==> src/rtl/lc3_pkg.sv <==
// rtl/lc3_pkg.sv - shared state, opcode and mux-encoding definitions for the LC-3 control unit
package lc3_pkg;

    typedef enum logic [4:0] {
        HALTED, S18, S33, S35, PAUSE_IR1, PAUSE_IR2, S32,
        S1, S5, S9, S0, S22, S12, S4, S21,
        S6, S25, S27, S7, S23, S16, S13, S13B
    } state_t;

    localparam logic [3:0] OP_BR    = 4'b0000;
    localparam logic [3:0] OP_ADD   = 4'b0001;
    localparam logic [3:0] OP_JSR   = 4'b0100;
    localparam logic [3:0] OP_AND   = 4'b0101;
    localparam logic [3:0] OP_LDR   = 4'b0110;
    localparam logic [3:0] OP_STR   = 4'b0111;
    localparam logic [3:0] OP_NOT   = 4'b1001;
    localparam logic [3:0] OP_JMP   = 4'b1100;
    localparam logic [3:0] OP_PAUSE = 4'b1101;

    localparam logic [1:0] PCMUX_BUS   = 2'b00;
    localparam logic [1:0] PCMUX_ADDER = 2'b01;
    localparam logic [1:0] PCMUX_INC   = 2'b10;

    localparam logic [1:0] ADDR2_SEXT11 = 2'b00;
    localparam logic [1:0] ADDR2_SEXT9  = 2'b01;
    localparam logic [1:0] ADDR2_SEXT6  = 2'b10;
    localparam logic [1:0] ADDR2_ZERO   = 2'b11;

    localparam logic [1:0] ALUK_ADD  = 2'b00;
    localparam logic [1:0] ALUK_AND  = 2'b01;
    localparam logic [1:0] ALUK_NOT  = 2'b10;
    localparam logic [1:0] ALUK_PASS = 2'b11;

    function automatic logic is_mem_state(input state_t s);
        return (s == S33) || (s == S25) || (s == S16);
    endfunction

endpackage

==> src/rtl/mem_wait_counter.sv <==
// rtl/mem_wait_counter.sv - stretches a memory state over WAIT_CYCLES clocks, done on the last one
module mem_wait_counter #(
    parameter int unsigned WAIT_CYCLES = 2
) (
    input  logic clk,
    input  logic rst,
    input  logic load,
    output logic done
);

    localparam int CW = (WAIT_CYCLES > 1) ? $clog2(WAIT_CYCLES) : 1;
    localparam logic [CW-1:0] LAST = CW'(WAIT_CYCLES - 1);

    logic [CW-1:0] cnt;

    always_ff @(posedge clk or posedge rst) begin
        if (rst) begin
            cnt <= '0;
        end else if (load) begin
            cnt <= LAST;
        end else if (cnt != '0) begin
            cnt <= cnt - CW'(1);
        end
    end

    assign done = (cnt == '0);

endmodule

==> src/rtl/lc3_control_fsm.sv <==
// rtl/lc3_control_fsm.sv - LC-3 fetch/decode/execute control FSM with Moore datapath controls
module lc3_control_fsm
    import lc3_pkg::*;
#(
    parameter int unsigned MEM_WAIT_CYCLES = 2,
    parameter bit          PAUSE_ON_FETCH  = 1'b0
) (
    input  logic        Clk,
    input  logic        Reset_ah,
    input  logic        Run,
    input  logic        Continue,
    input  logic [15:0] IR,
    input  logic        BEN,
    output logic        LD_MAR,
    output logic        LD_MDR,
    output logic        LD_IR,
    output logic        LD_BEN,
    output logic        LD_CC,
    output logic        LD_REG,
    output logic        LD_PC,
    output logic        LD_LED,
    output logic        GatePC,
    output logic        GateMDR,
    output logic        GateALU,
    output logic        GateMARMUX,
    output logic [1:0]  PCMUX,
    output logic [1:0]  ADDR2MUX,
    output logic        ADDR1MUX,
    output logic        SR1MUX,
    output logic        DRMUX,
    output logic [1:0]  ALUK,
    output logic        MIO_EN,
    output logic        Mem_CE_n,
    output logic        Mem_OE_n,
    output logic        Mem_WE_n
);

    state_t     state, state_next;
    logic       mem_done, mem_load;
    logic       entered;
    logic       armed;
    logic [3:0] opcode;
    logic       unused_ir;

    assign opcode    = IR[15:12];
    assign unused_ir = ^IR[11:0];
    assign mem_load  = is_mem_state(state_next) && (state_next != state);

    mem_wait_counter #(.WAIT_CYCLES(MEM_WAIT_CYCLES)) u_wait (
        .clk  (Clk),
        .rst  (Reset_ah),
        .load (mem_load),
        .done (mem_done)
    );

    // armed: Continue has been seen low since entering the current state, so a
    // press already held on entry cannot satisfy a wait-for-press.
    always_ff @(posedge Clk or posedge Reset_ah) begin
        if (Reset_ah) begin
            state   <= HALTED;
            entered <= 1'b0;
            armed   <= 1'b0;
        end else begin
            state   <= state_next;
            entered <= (state_next != state);
            armed   <= (state_next == state) && (armed || !Continue);
        end
    end

    always_comb begin
        state_next = state;
        case (state)
            HALTED:    if (Run) state_next = S18;
            S18:       state_next = S33;
            S33:       if (mem_done) state_next = S35;
            S35:       state_next = PAUSE_ON_FETCH ? PAUSE_IR1 : S32;
            PAUSE_IR1: if (armed && Continue) state_next = PAUSE_IR2;
            PAUSE_IR2: if (!Continue) state_next = S32;
            S32: begin
                case (opcode)
                    OP_ADD:   state_next = S1;
                    OP_AND:   state_next = S5;
                    OP_NOT:   state_next = S9;
                    OP_BR:    state_next = S0;
                    OP_JMP:   state_next = S12;
                    OP_JSR:   state_next = S4;
                    OP_LDR:   state_next = S6;
                    OP_STR:   state_next = S7;
                    OP_PAUSE: state_next = S13;
                    default:  state_next = S18;
                endcase
            end
            S1, S5, S9: state_next = S18;
            S0:        state_next = BEN ? S22 : S18;
            S22, S12:  state_next = S18;
            S4:        state_next = S21;
            S21:       state_next = S18;
            S6:        state_next = S25;
            S25:       if (mem_done) state_next = S27;
            S27:       state_next = S18;
            S7:        state_next = S23;
            S23:       state_next = S16;
            S16:       if (mem_done) state_next = S18;
            S13:       if (armed && Continue) state_next = S13B;
            S13B:      if (!Continue) state_next = S18;
            default:   state_next = HALTED;
        endcase
    end

    always_comb begin
        LD_MAR     = 1'b0;
        LD_MDR     = 1'b0;
        LD_IR      = 1'b0;
        LD_BEN     = 1'b0;
        LD_CC      = 1'b0;
        LD_REG     = 1'b0;
        LD_PC      = 1'b0;
        LD_LED     = 1'b0;
        GatePC     = 1'b0;
        GateMDR    = 1'b0;
        GateALU    = 1'b0;
        GateMARMUX = 1'b0;
        PCMUX      = PCMUX_BUS;
        ADDR2MUX   = ADDR2_SEXT11;
        ADDR1MUX   = 1'b0;
        SR1MUX     = 1'b0;
        DRMUX      = 1'b0;
        ALUK       = ALUK_ADD;
        MIO_EN     = 1'b0;
        Mem_CE_n   = 1'b1;
        Mem_OE_n   = 1'b1;
        Mem_WE_n   = 1'b1;
        case (state)
            S18: begin
                GatePC = 1'b1;
                LD_MAR = 1'b1;
                PCMUX  = PCMUX_INC;
                LD_PC  = 1'b1;
            end
            S33, S25: begin
                Mem_CE_n = 1'b0;
                Mem_OE_n = 1'b0;
                MIO_EN   = 1'b1;
                LD_MDR   = mem_done;
            end
            S35: begin
                GateMDR = 1'b1;
                LD_IR   = 1'b1;
            end
            S32: LD_BEN = 1'b1;
            S1, S5, S9: begin
                SR1MUX  = 1'b1;
                GateALU = 1'b1;
                LD_REG  = 1'b1;
                LD_CC   = 1'b1;
                ALUK    = (state == S1) ? ALUK_ADD : (state == S5) ? ALUK_AND : ALUK_NOT;
            end
            S22, S21: begin
                ADDR1MUX = 1'b1;
                ADDR2MUX = (state == S22) ? ADDR2_SEXT9 : ADDR2_SEXT11;
                PCMUX    = PCMUX_ADDER;
                LD_PC    = 1'b1;
            end
            S12: begin
                SR1MUX   = 1'b1;
                ADDR2MUX = ADDR2_ZERO;
                PCMUX    = PCMUX_ADDER;
                LD_PC    = 1'b1;
            end
            S4: begin
                GatePC = 1'b1;
                DRMUX  = 1'b1;
                LD_REG = 1'b1;
            end
            S6, S7: begin
                SR1MUX     = 1'b1;
                ADDR2MUX   = ADDR2_SEXT6;
                GateMARMUX = 1'b1;
                LD_MAR     = 1'b1;
            end
            S27: begin
                GateMDR = 1'b1;
                LD_REG  = 1'b1;
                LD_CC   = 1'b1;
            end
            S23: begin
                ALUK    = ALUK_PASS;
                GateALU = 1'b1;
                LD_MDR  = 1'b1;
            end
            S16: begin
                Mem_CE_n = 1'b0;
                Mem_WE_n = 1'b0;
            end
            S13: LD_LED = entered;
            default: ;
        endcase
    end

endmodule

==> config.mk <==
export PLATFORM = sky130hd
export DESIGN_NAME = lc3_control_fsm
export DESIGN_NICKNAME = d
export VERILOG_FILES = /design/src/rtl/lc3_pkg.sv /design/src/rtl/mem_wait_counter.sv /design/src/rtl/lc3_control_fsm.sv
export SDC_FILE = /design/constraint.sdc
export NUM_CORES = 1
export LEC_CHECK = 0
export BUFFER_PORTS_ARGS = -buffer_cell sky130_fd_sc_hd__buf_2
export CORE_AREA = 2 2 56 58
export DETAILED_ROUTE_END_ITERATION = 7
export DIE_AREA = 0 0 58 60
export PLACE_DENSITY = 0.74
export SLEW_MARGIN = 20
export SYNTH_ARGS = -nofsm -noshare
export SYNTH_HDL_FRONTEND = slang
export SYNTH_SLANG_ARGS = --single-unit
==> constraint.sdc <==
create_clock -name Clk -period 2.4 [get_ports Clk]
set_clock_uncertainty 0.2 [all_clocks]
set_input_delay 0 -clock Clk [delete_from_list [all_inputs] [get_ports Clk]]
set_output_delay 0 -clock Clk [all_outputs]
set_load 0.01 [all_outputs]
== After elaboration in Yosys (flattened, before gate mapping) ==
Memory sizes are Yosys's and may differ from the RTL's.
Index checks and enable logic that the tools add are counted.

* $add $sub $neg: 1
* Eq/ne operators: 27
* Multiplexer cells: 37
* Bitwise gates (word level): 1
* Reductions and logical operators: 23

{| class="wikitable"
|+ Operators with widths
! cell !! count
|-
| 5-bit one-hot mux with 17 select lines || 1
|-
| 5-bit equality test, second input constant || 9
|-
| 5-bit by 4-bit equality test with 1-bit output, second input constant || 8
|-
| 5-bit two-way mux || 8
|-
| 1-bit two-way mux || 21
|-
| 5-bit by 3-bit equality test with 1-bit output, second input constant || 4
|-
| 5-bit by 2-bit equality test with 1-bit output, second input constant || 3
|-
| 3-bit OR reduction || 4
|-
| 4-bit OR reduction || 3
|-
| 2-bit OR reduction || 5
|-
| 2-bit one-hot mux with 2 select lines || 2
|-
| 7-bit OR reduction || 1
|-
| 2-bit one-hot mux with 3 select lines || 1
|-
| 6-bit OR reduction || 1
|-
| 5-bit by 1-bit equality test with 1-bit output, second input constant || 1
|-
| 5-bit equality test || 1
|-
| 5-bit logical NOT || 1
|-
| 5-bit inequality test || 1
|-
| 5-bit OR reduction || 1
|-
| 2-bit two-way mux || 2
|-
| 4-bit two-way mux || 1
|-
| 1-bit logical AND || 3
|-
| 1-bit logical OR || 3
|-
| 1-bit one-hot mux with 2 select lines || 1
|-
| 3 further kinds || 3
|}

* Register bits: 8
* Bits in read-only memories: 80
* Word-level logic and storage cells: 94
* Memories: 1

{| class="wikitable"
|+ Memory list
! name !! words !! width !! read ports !! clocked after Yosys merged registers in !! wr ports !! RTL line !! RTL
|-
| (no name shown) || 16 || 5 || 1 || 0 || 0 || lc3_control_fsm.sv:80 || <nowiki>case (opcode)</nowiki>
|}

== Depth between registers and ports, before layout ==
* Word-level depth: 8
* Depth in mapped cells: 8

== Hierarchy ==
From an unflattened synthesis, not the netlist that was laid out.

* Cell total of the unflattened synthesis: 172
* Area total of the unflattened synthesis: 1227.4 um^2

{| class="wikitable"
|+ By module, submodules not included
! module !! times used !! cells each !! area an instance (um^2) !! seq. area each (um^2)
|-
| lc3_control_fsm || 1 || 169 || 1194.9 || 175.2
|-
| mem_wait_counter || 1 || 3 || 32.5 || 25.0
|}

== Worst setup path before layout ==
No wires, ideal clock.

* Path type: register -> register
* Start: register state[4]
* End: register u_wait.cnt
* Library setup time: 111 ps
* Data arrival time: 1945 ps
* Setup slack: 144 ps
* Stages on the path, launching flop included: 7
* Buffers on the path: 1
* Period minus slack after synthesis: 2256 ps
* Cells stage by stage: dfrtp_1 buf_6 or3b_1 or4_4 a41oi_2 a211oi_2 a2111oi_2

* Cells in the longest elaborated chain, start to end: 8

{| class="wikitable"
|+ Ends and longest elaborated chain
! what !! RTL line !! RTL
|-
| from (decl) || lc3_control_fsm.sv:38 || <nowiki>state_t state, state_next;</nowiki>
|-
| from (signal assigned) || lc3_control_fsm.sv:64 || <nowiki>state <= state_next;</nowiki>
|-
| 5-bit by 3-bit equality test with 1-bit output (tied with other cells) || lc3_control_fsm.sv:72 || <nowiki>case (state)</nowiki>
|-
| 7-bit OR reduction (no source line) || - ||
|-
| 5-bit one-hot mux with 17 select lines || lc3_control_fsm.sv:72 ||
|-
| 5-bit by 2-bit equality test with 1-bit output / 5-bit equality test (equally long branches) || lc3_pkg.sv:35 || <nowiki>return (s == S33) || (s == S25) || (s == S16);</nowiki>
|-
| 1-bit logical OR (2 in series) || lc3_pkg.sv:35 ||
|-
| 1-bit logical AND (*) || lc3_control_fsm.sv:47 || <nowiki>assign mem_load = is_mem_state(state_next) && (state_next != state);</nowiki>
|-
| via mem_load || lc3_control_fsm.sv:39 || <nowiki>logic mem_done, mem_load;</nowiki>
|-
| 1-bit two-way mux (*) || mem_wait_counter.sv:19 || <nowiki>end else if (load) begin</nowiki>
|-
| to (signal assigned) || mem_wait_counter.sv:22 || <nowiki>cnt <= cnt - CW'(1);</nowiki>
|-
| to (decl) || mem_wait_counter.sv:14 || <nowiki>logic [CW-1:0] cnt;</nowiki>
|}

The timed path passes the listed nets; every way through them passes the cells marked *.

== Worst setup path in the final report ==
* Start: register state[0]
* End: register u_wait.cnt

* Cells in the longest elaborated chain, start to end: 8

{| class="wikitable"
|+ Ends and longest elaborated chain
! what !! RTL line
|-
| 5-bit by 3-bit equality test with 1-bit output (tied with other cells) || lc3_control_fsm.sv:72
|-
| 7-bit OR reduction (no source line) || -
|-
| 5-bit one-hot mux with 17 select lines (*) || lc3_control_fsm.sv:72
|-
| via state_next[4] || lc3_control_fsm.sv:38
|-
| 5-bit by 2-bit equality test with 1-bit output / 5-bit equality test (equally long branches) || lc3_pkg.sv:35
|-
| 1-bit logical OR (2 in series) || lc3_pkg.sv:35
|-
| 1-bit logical AND (*) || lc3_control_fsm.sv:47
|-
| via mem_load || lc3_control_fsm.sv:39
|-
| 1-bit two-way mux (*) || mem_wait_counter.sv:19
|}

Marked as above.

==> reports/qor.yml <==
wl_met2_um: 1739
layout_commonest_cell: "buf_2"
status: "finished, final reports clean"
core_area_um2: 2903
insertion_delay_ns: 0.25
drive_gt1_share_pct: 35.10
synth_edf_count: 0
finalCritPeriodShare_pct: 96.52
syn_inst: 171
synth_area_leaders: "dfrtp_1 (16%), nand2b_1 (5.6%), inv_1 (3.7%)"
power.density_nw_per_um2: 1279
hold_viol: 0
postLayoutCellArea_um2: 1590
cts_made_buffers: 3
synth_top_area_cell: "dfrtp_1"
port_buffers: 33
clkTransAtPathRegs_ns: 0.05
crit_chain: "or3b_1 > or4_4 > nand4_1 > mux2i_1 > a2111oi_2"
period_needed_ns: 2.316
cts_buffer_depth: 2
grt_usage_pct: 19.85
path_max_fanout: 3
arrival_ns: 2.24
cts_tree: "built"
reg2reg_from: "state[0]"
critPathLaunchType: "register"
tns_ns: 0
grt_setup_unrepaired: "no"
placed_cell_area_um2: 1468
grt_overflow: 0
routed_wl_um: 3475
rr_endpoint: "u_wait.cnt"
antenna_found_initial: 0
dominantRegCellSynth: "dfrtp_1"
wl_per_cell_um: 14.42
slowest_stage: "or4_4"
endpoint_kind: "register"
ios: 46
report.final.slew_viol_count: 0
regArea_um2: 203.9
power.leakage_uw: 0.0007352
yosys.area.top_type_share_pct: 16.43
synthesis.area_um2: 1219
ys_warn_count: 0
gp_congestion: 0.8747
area_growth_pct: 30.49
min_path_type: "input pin to async pin"
cp.required_ns: 2.33
maxCapViolCount: 0
tightest_slew_ns: 0.4201
ant_nets: 0
drt_iter0_drc: 92
ys_types: 53
syn_avg_cell_area_um2: 7.127
antennaDiodeCount: 0
synthArstFlopShare_pct: 100.0
fmax_ghz: 0.4317
reg2reg_slack_ns: 0.08
layout_common_cells: "buf_2 (33), inv_1 (12), nand2b_1 (11), nor2_1 (11), buf_4 (11)"
multi_input_area_um2: 933.4
vdd_drop_max_mv: 0.8460
fin_util_pct: 54.78
drcViolationCount: 0
ys_seq_area_share_pct: 16.43
relSlewSlack_pct: 71.70
synth.net_count: 193
top_layer_used: "met4"
route.vias.total: 1442
r2r_cells: 5
grt_pass1_wl_um: 5451
nNetsFinal: 232
avgViaCountPerCell: 5.983
die_height_um: 60
cpPeakStageDelay_ns: 0.53
grt_pass1_vias: 1180
die_area_um2: 3480
first_pass_iters: 4
grt_max_degree: 31
wl_met3_um: 208
finalSetupViolCount: 0
cts_num_sinks: 8
met1_length_um: 1522
criticalPathCategory: "register to register"
start_util_pct: 41.98
fillers: 285
htree_levels: 1
root_buffer: "clkbuf_4"
ys_ff_latch: 8
core.rowCount: 20
die_x_um: 58
dp_hpwl_um: 2546
==> final cells by class <==
type,instances,area share (%)
clock buffer,3,1.416
inverter,12,2.832
multi-input combinational,135,58.69
tap,33,2.596
timing repair buffer,50,21.64
sequential,8,12.82
==> cells in the mapped netlist, drive strengths merged, types with 3 or more instances <==
cell type  count
or2            6
o21ai          7
nor2          12
nor4           4
nor2b          7
nand2          7
a21oi          8
or3            4
nand3          4
xnor2          3
nand2b        11
nand3b         5
dfrtp          8
buf            7
inv           12
nand4          7
a31oi          5
nor3           7
clkbuf         9
a211oi         4
==> report_power, final <==
group          switching [uW]  internal (uW)
logic                     920            743
registers                81.0            193
clock network            40.8           56.9
total                    1040            993
==> kinds of logic after synthesis <==
| logic type | share of synthesized area, % |
|---|---|
| muxes | 1.643 |
| buffers and inverters | 9.651 |
| AOI/OAI and AO/OA | 27.31 |
| DFF | 16.43 |
| adders and majority gates | 1.027 |
| and+or+nand+nor | 40.35 |
| xor gates and xnor gates | 3.594 |
==> flip-flops by register name, summed over array words and instances, names as in the netlist <==
register and flops:
state 5, armed 1, entered 1, u_wait.cnt 1
==> worst max-delay path: cells and delay by family (launching register included) <==
kind	cells	cell delay [ns]
flip-flops	1	0.43
AO/OA/AOI/OAI	1	0.35
AND/OR/NAND/NOR	3	1.09
multiplexers	1	0.12
==> how the worst max path moves through the flow <==
stage                      end  startpoint  depth (start not counted)
global placement    u_wait.cnt    state[2]                          6
finish              u_wait.cnt    state[0]                          5
detailed placement  u_wait.cnt    state[2]                          6
global route        u_wait.cnt    state[1]                          6
floorplan           u_wait.cnt    state[4]                          6
CTS                 u_wait.cnt    state[2]                          6
==> routing by layer <==
metal / up-vias / GRT usage [%]
li1: 707 / -
met1: 680 / 27.01
met2: 53 / 34.58
met3: 2 / 1.515
met4: 0 / 3.987
met5: - / 0
==> what timing repair did <==
action / CTS / global route
resized for setup: 0 / 9
setup endpoints to repair: 0 / 3
hold buffers: 2 / 0
buffers inserted: 0 / 2
endpoints found under the hold margin: 9 / 0
==> through the flow <==
step | std cells | setup WS [ns] | total power [uW] | hold WS, ns
after floorplan | 171 | 0.1439 | 1346 | -0.3843
after global placement | 233 | 0.09921 | 1770 | -0.2540
after detailed placement | 233 | 0.07063 | 1783 | -0.2472
after CTS | 238 | 0.04863 | 1893 | 0.03506
after global routing | 241 | 0.004345 | 2213 | 0.05624
final | 241 | 0.08359 | 2034 | 0.04113
(Power assumes the default switching activity.)
